`src/rtl/alu_div_seq.sv`:
```
// alu_div_seq: multi-cycle radix-2 restoring divider for RV32M
// DIV/DIVU/REM/REMU. Busy stalls the pipeline while the divider iterates.
// Done is a one-cycle pulse that marks Result as valid for writeback.
// Optional feature macro: DIV_FAST_PATH_EN. When it is defined, the
// special cases (B=0, signed overflow, A=0, B=1 unsigned) finish at accept
// and skip the CALC and FIX states.
module alu_div_seq #(
    parameter int unsigned DATA_LENGTH = 32
) (
    input  logic                   Clk,
    input  logic                   RstN,
    input  logic                   Start,
    input  logic [1:0]             DivOp,
    input  logic [DATA_LENGTH-1:0] InputA,
    input  logic [DATA_LENGTH-1:0] InputB,
    input  logic                   Flush,
    output logic                   Busy,
    output logic                   Done,
    output logic [DATA_LENGTH-1:0] Result
);

    localparam int unsigned CW = $clog2(DATA_LENGTH);

    typedef enum logic [1:0] {
        IDLE,
        CALC,
        FIX,
        DONE
    } state_t;

    state_t state;
    state_t state_next;

    logic [CW-1:0]          count;
    logic [DATA_LENGTH-1:0] rem;
    logic [DATA_LENGTH-1:0] quo;
    logic [DATA_LENGTH-1:0] divisor;
    logic [DATA_LENGTH-1:0] a_orig;
    logic                   qsign;
    logic                   rsign;
    logic                   op_rem;

    // Operand decode at accept
    logic                   op_signed;
    logic                   a_neg;
    logic                   b_neg;
    logic [DATA_LENGTH-1:0] abs_a;
    logic [DATA_LENGTH-1:0] abs_b;
    logic                   accepting;
    logic                   start_go;
    logic                   fast_hit;
    logic [DATA_LENGTH-1:0] fast_val;

    // Iteration datapath
    logic [DATA_LENGTH:0]   rem_shift;
    logic                   take;
    logic [DATA_LENGTH-1:0] rem_next;

    // Sign correction / special-case result
    logic [DATA_LENGTH-1:0] q_fix;
    logic [DATA_LENGTH-1:0] r_fix;
    logic [DATA_LENGTH-1:0] fix_val;

    // Operand magnitudes, signs and the accept condition
    always_comb begin
        op_signed = ~DivOp[0];
        a_neg     = op_signed & InputA[DATA_LENGTH-1];
        b_neg     = op_signed & InputB[DATA_LENGTH-1];
        abs_a     = a_neg ? (~InputA + 1'b1) : InputA;
        abs_b     = b_neg ? (~InputB + 1'b1) : InputB;
        accepting = (state == IDLE) || (state == DONE);
        start_go  = accepting && Start && !Flush;
    end

`ifdef DIV_FAST_PATH_EN
    // Special cases resolved at accept time without iterating
    logic b_zero;
    logic b_one;
    logic b_ones;
    logic a_zero;
    logic a_min;

    always_comb begin
        b_zero   = (InputB == '0);
        b_one    = (InputB == DATA_LENGTH'(1));
        b_ones   = (InputB == '1);
        a_zero   = (InputA == '0);
        a_min    = (InputA == {1'b1, {(DATA_LENGTH-1){1'b0}}});
        fast_hit = 1'b0;
        fast_val = '0;
        if (b_zero) begin
            fast_hit = 1'b1;
            fast_val = DivOp[1] ? InputA : '1;
        end else if (op_signed && a_min && b_ones) begin
            fast_hit = 1'b1;
            fast_val = DivOp[1] ? '0 : InputA;
        end else if (a_zero) begin
            fast_hit = 1'b1;
            fast_val = '0;
        end else if (!op_signed && b_one) begin
            fast_hit = 1'b1;
            fast_val = DivOp[1] ? '0 : InputA;
        end
    end
`else
    // Every operation takes the full iterative path
    always_comb begin
        fast_hit = 1'b0;
        fast_val = '0;
    end
`endif

    // One restoring step: the shifted remainder keeps its carry bit so the
    // compare is exact; the difference always fits in DATA_LENGTH bits.
    always_comb begin
        rem_shift = {rem, quo[DATA_LENGTH-1]};
        take      = (rem_shift >= {1'b0, divisor});
        rem_next  = take ? (rem_shift[DATA_LENGTH-1:0] - divisor)
                         : rem_shift[DATA_LENGTH-1:0];
    end

    // Final sign correction and divide-by-zero override
    always_comb begin
        q_fix = qsign ? (~quo + 1'b1) : quo;
        r_fix = rsign ? (~rem + 1'b1) : rem;
        if (divisor == '0) begin
            fix_val = op_rem ? a_orig : '1;
        end else begin
            fix_val = op_rem ? r_fix : q_fix;
        end
    end

    // State register
    always_ff @(posedge Clk) begin
        if (!RstN) begin
            state <= IDLE;
        end else begin
            state <= state_next;
        end
    end

    // Next-state and status outputs
    always_comb begin
        state_next = state;
        Busy       = (state == CALC) || (state == FIX);
        Done       = (state == DONE);
        case (state)
            IDLE: begin
                if (start_go) begin
                    state_next = fast_hit ? DONE : CALC;
                end
            end
            CALC: begin
                if (count == CW'(DATA_LENGTH - 1)) begin
                    state_next = FIX;
                end
            end
            FIX: begin
                state_next = DONE;
            end
            DONE: begin
                if (start_go) begin
                    state_next = fast_hit ? DONE : CALC;
                end else begin
                    state_next = IDLE;
                end
            end
            default: begin
                state_next = IDLE;
            end
        endcase
        if (Flush) begin
            state_next = IDLE;
        end
    end

    // Operand latch, iteration registers and result register
    always_ff @(posedge Clk) begin
        if (!RstN) begin
            count   <= '0;
            rem     <= '0;
            quo     <= '0;
            divisor <= '0;
            a_orig  <= '0;
            qsign   <= 1'b0;
            rsign   <= 1'b0;
            op_rem  <= 1'b0;
            Result  <= '0;
        end else begin
            if (start_go) begin
                count   <= '0;
                rem     <= '0;
                quo     <= abs_a;
                divisor <= abs_b;
                a_orig  <= InputA;
                qsign   <= a_neg ^ b_neg;
                rsign   <= a_neg;
                op_rem  <= DivOp[1];
                if (fast_hit) begin
                    Result <= fast_val;
                end
            end else if (state == CALC) begin
                rem   <= rem_next;
                quo   <= {quo[DATA_LENGTH-2:0], take};
                count <= count + 1'b1;
            end else if ((state == FIX) && !Flush) begin
                Result <= fix_val;
            end
        end
    end

endmodule

```
`config.mk`:
```
export PLATFORM = sky130hd
export DESIGN_NAME = alu_div_seq
export DESIGN_NICKNAME = d
export VERILOG_FILES = /design/src/rtl/alu_div_seq.sv
export SDC_FILE = /design/constraint.sdc
export NUM_CORES = 1
export LEC_CHECK = 0
export BUFFER_PORTS_ARGS = -buffer_cell sky130_fd_sc_hd__buf_2
export CAP_MARGIN = 20
export CORE_MARGIN = 1.5
export CORE_UTILIZATION = 25
export CTS_CLUSTER_DIAMETER = 150
export DETAILED_ROUTE_END_ITERATION = 10
export PLACE_DENSITY = 0.44
export SLEW_MARGIN = 15
export SYNTH_ARGS = -nofsm -noshare
export SYNTH_HDL_FRONTEND = slang
export SYNTH_SLANG_ARGS = --single-unit
```
`constraint.sdc`:
```
create_clock -name Clk -period 2.7 [get_ports Clk]
set_clock_uncertainty 0.15 [all_clocks]
set_input_delay 0.54 -clock Clk [delete_from_list [all_inputs] [get_ports Clk]]
set_output_delay 0.54 -clock Clk [all_outputs]
set_load 0.01 [all_outputs]
```
==> run metrics, run 1 <==
Die W=223 um; Top delay family on crit path=simple AND/OR/NAND/NOR gates; routability congestion estimate=approximately 0.9; clock sinks=170; Iteration-0 DRC Markers=510; Vias=~13000; layout cells sized above 1=34.0%; Commonest cells post-synth=193 x nand2_1, 170 x dfxtp_1, 116 x a21oi_1, 108 x o21ai_0, 93 x clkbuf_1; chip height=about 220 um; CP Data Required Time=approximately 3.0 ns; vias in the first global route=approximately 12000; synthesized flop and latch total=170; prevailing post-synth register cell=dfxtp_1; Remaining Overflow, GRT=0; worst vdd ir=0.000530 V; Hold Path Class=input pin to register; clock share of power=between 20% and 30%; Syn Area/Cell=7.80 um^2; Site Rows=80; net switching fraction of the power=34.9%; sequential power share=31.7%; Core Util, Final=a little over a third; sequential element share of the synthesized area=roughly 28%; Gate power share=38.8%; worst hold margin=0.192 ns; Num CTS Buffers=17; CP Max Fanout=4; H-tree depth=4; Via density=about 5.0; peak per-stage delay on the critical path=~0.51 ns; share of the synthesized area in the top cell type=between 20% and 30%; Post-Route WL=between 40000 and 50000 um; post-route cell area=between 15000 and 20000 um^2; count leader, synth=nand2_1; Setup violations, final=27; YS warnings=0; die footprint=49700 um^2; fin worst setup slack=-0.0850 ns; TritonCTS clock tree=yes; Max Cap Viol=0; clock period minus worst slack=2.78 ns; post-route ant nets=0; Mapped Cells=about 1600; HPWL Detailed=36100 um; status=finished with violations; worst skew pair latency=approximately 0.47 ns; Cell Area, Placed=between 15000 and 20000 um^2; routed len/inst=about 19 um; GRT Total Usage=between 10% and 20%; Post-synth EDFFs=0; initial antenna violation count=0; Area contributors post-synth=dfxtp_1 28%, nand2_1 6.0%, xor2_1 5.9%, a21oi_1 4.8%, mux2i_1 4.6%; setup slack at placement=-0.647 ns; IO Port Bufs=~100; P&R area growth vs syn=41.0%; CP Capture Type=register; fin. max-slew vios=0; max frequency=approximately 360 MHz; PD cells=a little over 500 nW/um^2; Yosys cell types=80; CP startpoint kind=register; io pins=around 100; ys async rst share=0%; cts hold-fix bufs=0; Cell Chain, Critical Path=inv_1 > ha_4 > nand2_1 > nor4_2 > a41oi_2 > o21ai_1 > a211oi_2 > o21a_1 > or4_1 > a31oi_1; Core Area=47700 um^2; Fin. Hold Viols=0; Switch Pwr=approximately 3.0 mW; Worst-Margin Slew=0.534 ns; CTS root buf=clkbuf_16; slew margin rel.=between 60% and 70%; CTS Buffer Depth=2; clock-pin slew on the worst setup and hold paths=about 0.070 ns; WP buf/inv=1; first-pass GRT wire length=just over 70000 um; Critical Path Slowest Stage Cell=or4_1; Pre-Repair DR Iteration Count=4; final period utilization=103%; Ant. Diodes=0; Crit Path Category=register to register; Post-Syn Area=12100 um^2; post-synth net total=1664; Remaining DRCs=0; failing checks=setup timing; setup TNS=-0.568 ns; Int Pwr=between 5 and 6 mW; pin count of the biggest net entering global routing=roughly 110; leading area contributor after synthesis=dfxtp_1; # nets final=2005; P_leak=around 7.3 nW; worst path arrival time=between 3 and 4 ns; Initial Util=about a quarter; RSZ-0062 raised after global routing=yes
==> worst paths after layout <==
| kind | slack [ns] | cells after the start | to | startpoint |
|---|---|---|---|---|
| worst min register to register | 0.29 | 2 | Result[28] | Result[28] |
| worst max-delay path | -0.08 | 10 | rem[28] | divisor[28] |
| worst min-delay path | 0.19 | 3 | a_orig[9] | InputA[9] |
| worst max register to register | -0.08 | 10 | rem[28] | divisor[28] |
==> cell type report <==
type,count,area (um^2)
clock inverter,13,144
sequential,170,3450
clock buffer,18,439
timing repair buffer,435,3170
multi-input combinational,1202,8850
fill,4917,30700
inverter,66,248
tap,615,769
==> placed cells by master, fill, tap and decap left out, drive strengths merged, types with 10 or more instances in the layout <==
master / synthesis / layout
o21ai: 117 / 117
a21boi: 44 / 44
nand4: 15 / 15
or3: 10 / 10
o31ai: 22 / 22
nand3: 35 / 35
dfxtp: 170 / 170
a21o: 14 / 14
a211oi: 13 / 13
a22o: 10 / 10
mux2i: 56 / 56
buf: 17 / 433
nor2: 60 / 60
and3: 21 / 21
o211a: 31 / 31
o211ai: 12 / 12
nor3: 42 / 42
a21oi: 116 / 116
inv: 66 / 69
nor4: 23 / 23
clkbuf: 96 / 20
a31oi: 16 / 16
nor2b: 14 / 14
o41ai: 14 / 14
ha: 42 / 42
xnor2: 52 / 52
xor2: 82 / 82
o22ai: 15 / 15
or4: 15 / 15
nand2: 193 / 193
==> what timing repair did <==
item                       4_1_cts  5_1_grt
buffers inserted                14       12
cloned                           0        3
gates resized for setup         79      120
pin swaps                       25       53
setup endpoints to repair       47       61
==> per-stage QoR <==
step / cells / total power, mW
after floorplan: 1551 / 4.36
after detailed placement: 2461 / 5.62
after global placement: 2461 / 5.62
after CTS: 2506 / 8.42
after global routing: 2519 / 9.09
final: 2519 / 8.65
==> state kept, by name, indices dropped and copies added, names as in the netlist <==
name / cells
op_rem: 1
a_orig: 32
divisor: 32
rsign: 1
quo: 32
qsign: 1
rem: 32
Result: 32
count: 5
state: 2
==> layer usage <==
| layer | global-route usage [%] | share of wire [%] | up-vias | wire [um] |
|---|---|---|---|---|
| met1 | 24.9 | 48 | 6136 | 22500 |
| met5 | 0 | 0 | - | 0 |
| met4 | 4.94 | 1.7 | 0 | 789 |
| met2 | 31.7 | 48 | 221 | 22400 |
| li1 | - | - | 6297 | - |
| met3 | 2.19 | 2.6 | 37 | 1240 |
==> power by group through the flow <==
stage / sequential (mW) / combinational (mW) / clock [mW]
3_5_place_dp: 2.79 / 2.84 / 0
6_report: 2.74 / 3.36 / 2.56
3_3_place_gp: 2.78 / 2.83 / 0
4_1_cts: 2.73 / 3.07 / 2.61
5_1_grt: 2.75 / 3.64 / 2.70
2_1_floorplan: 2.77 / 1.59 / 0
==> cell families after synthesis <==
logic type / count (synthesis) / share of synthesized area [%]
AOI/OAI and AO/OA: 493 / 27.3
and+or+nand+nor: 472 / 19.6
buffers and inverters: 179 / 5.73
DFF: 170 / 28.1
xor gates and xnor gates: 134 / 9.70
muxes: 60 / 5.00
adders and majority gates: 43 / 4.51
==> worst reg2reg max path, cell delays in order (launching register included) <==
cell and delay (ns):
dfxtp_1 0.33, inv_1 0.17, ha_4 0.35, nand2_1 0.12
nor4_2 0.34, a41oi_2 0.18, o21ai_1 0.14, a211oi_2 0.13
o21a_1 0.15, or4_1 0.51, a31oi_1 0.16
Power figures use the tool's default switching activity.
==> run 2: changes to the inputs <==
--- a/constraint.sdc
+++ b/constraint.sdc
@@ -3,3 +3,3 @@
 set_input_delay 0.54 -clock Clk [delete_from_list [all_inputs] [get_ports Clk]]
 set_output_delay 0.54 -clock Clk [all_outputs]
-set_load 0.01 [all_outputs]
+set_load 0.1 [all_outputs]
==> run metrics, run 2 (same netlist as run 1, synthesis figures left out) <==
status=finished with violations; failing checks=setup timing; vias in the first global route=12239; Multi-input gate area=approximately 8800 um^2; pin count of the biggest net entering global routing=107; GRT Total Usage=18.6%; die footprint=49700 um^2; initial antenna violation count=0; clock period minus worst slack=around 2.8 ns; layout cells sized above 1=roughly a third; Num CTS Buffers=17; worst skew pair latency=about 0.47 ns; Initial Util=between 20% and 30%; P&R area growth vs syn=40.7%; PD cells=about 510 nW/um^2; routed len/inst=roughly 19 um; fin worst setup slack=-0.127 ns; routability congestion estimate=~0.85; worst vdd ir=0.000539 V; Worst-Margin Slew=roughly 0.67 ns; Core Area=roughly 48000 um^2; slew margin rel.=between 50% and 60%; CP Max Fanout=7; Vias=12560; Remaining Overflow, GRT=0; CP Data Required Time=roughly 2.9 ns; Cell Area, Placed=~15000 um^2; Die W=between 200 and 250 um; clock-pin slew on the worst setup and hold paths=0.07 ns; Core Util, Final=between 30% and 40%; Remaining DRCs=0; Hold Path Class=input pin to register; Final Total Pwr=about 8.7 mW; CTS root buf=clkbuf_16; RSZ-0062 raised after global routing=yes; most frequent CP cell=a21oi_1; fill count=between 4000 and 5000; Crit Path Category=register to register; Fin. Hold Viols=0; fin. max-slew vios=0; Cell Chain, Critical Path=inv_4 > ha_4 > a21oi_1 > o21ai_2 > a22oi_2 > nand4_1 > a211oi_4 > o21ai_4 > buf_12 > clkbuf_16 > mux2i_1 > a21oi_1; Critical Path Slowest Stage Cell=a211oi_4; Site Rows=80; commonest non-fill, non-tap cell in the layout=buf_4; CP startpoint kind=register; io pins=104; post-route cell area=between 15000 and 20000 um^2; TritonCTS clock tree=yes; max frequency=~350 MHz; chip height=around 220 um; worst hold margin=around 0.19 ns; HPWL Detailed=35900 um; Post-Route WL=~47000 um; Max Cap Viol=0; Setup violations, final=31; P_leak=~7.3 nW; post-route ant nets=0; peak per-stage delay on the critical path=0.41 ns; clock sinks=170; final period utilization=105%; most frequent cells in the layout=306 x buf_4, 189 x nand2_1, 142 x dfxtp_1, 106 x a21oi_1, 102 x buf_2; first-pass GRT wire length=approximately 70000 um; H-tree depth=4; # nets final=2000; Iteration-0 DRC Markers=675; Pre-Repair DR Iteration Count=5; CP Capture Type=register; IO Port Bufs=103; worst path arrival time=about 3.0 ns; Finished Layout Cells=between 2000 and 3000; register area=about 3400 um^2; CTS Buffer Depth=2; Placed Cells=about 2500; Via density=~5
[run 2: cell types whose count changed in the layout (fill, tap and decap cells not counted), sizes merged]
cell	previous run	this run
buf	433	428
clkbuf	20	23
clkinvlp	3	0
clkinv	5	6
diode	0	1
[run 2: path summary, 6_finish.rpt]
check	startpoint	to	slack (ns)	cells after the start
worst max-delay path	divisor[8]	rem[12]	-0.13	12
worst min-delay path	InputA[9]	a_orig[9]	0.19	3
worst max register to register	divisor[8]	rem[12]	-0.13	12
worst min register to register	Result[18]	Result[18]	0.30	1
[run 2: worst max-delay path: cells and delay by family (launching register included)]
kind / cells / cell delay, ns
mux: 1 / 0.15
fa+ha+maj: 1 / 0.27
simple gates: 1 / 0.26
flops: 1 / 0.36
compound gates: 6 / 1.11
buf+inv: 3 / 0.38
[run 2: stage by stage]
| step | setup slack, ns | setup TNS, ns |
|---|---|---|
| 2_1_floorplan | 0.00510 | 0 |
| 3_3_place_gp | -0.528 | -9.20 |
| 5_1_grt | -0.227 | -5.88 |
| 3_5_place_dp | -0.518 | -11.77 |
| 6_report | -0.127 | -2.65 |
| 4_1_cts | -0.0469 | -0.0887 |
[run 2: report_power, final]
| group | switching [mW] | internal, mW | leakage (nW) |
|---|---|---|---|
| combinational | 1.75 | 1.60 | 5.65 |
| clock | 1.18 | 1.41 | 0.288 |
| sequential | 0.114 | 2.63 | 1.40 |
[run 2: final cells by class]
type / count / share of cell area (%)
diodes: 1 / 0.0147
clock buffers: 21 / 2.65
clock inverters: 11 / 0.808
inverters: 66 / 1.47
multi-input cells: 1202 / 51.5
flip-flops and latches: 170 / 20.3
well taps: 615 / 4.52
repair buffers: 430 / 18.7
[run 2: per-layer routing]
metal,wire length (um),up-vias,GRT usage (%)
met3,1200,54,2.03
met1,22800,5993,25.5
met2,21700,215,30.6
li1,-,6298,-
met5,0,-,0
met4,1100,0,5.90
[run 2: timing repair]
action / in CTS / in global routing
gates cloned: 0 / 3
endpoints found under the setup margin: 45 / 53
buffers inserted: 7 / 15
hold buffers: 0 / 0
gates resized for setup: 80 / 101
pin swaps: 21 / 36
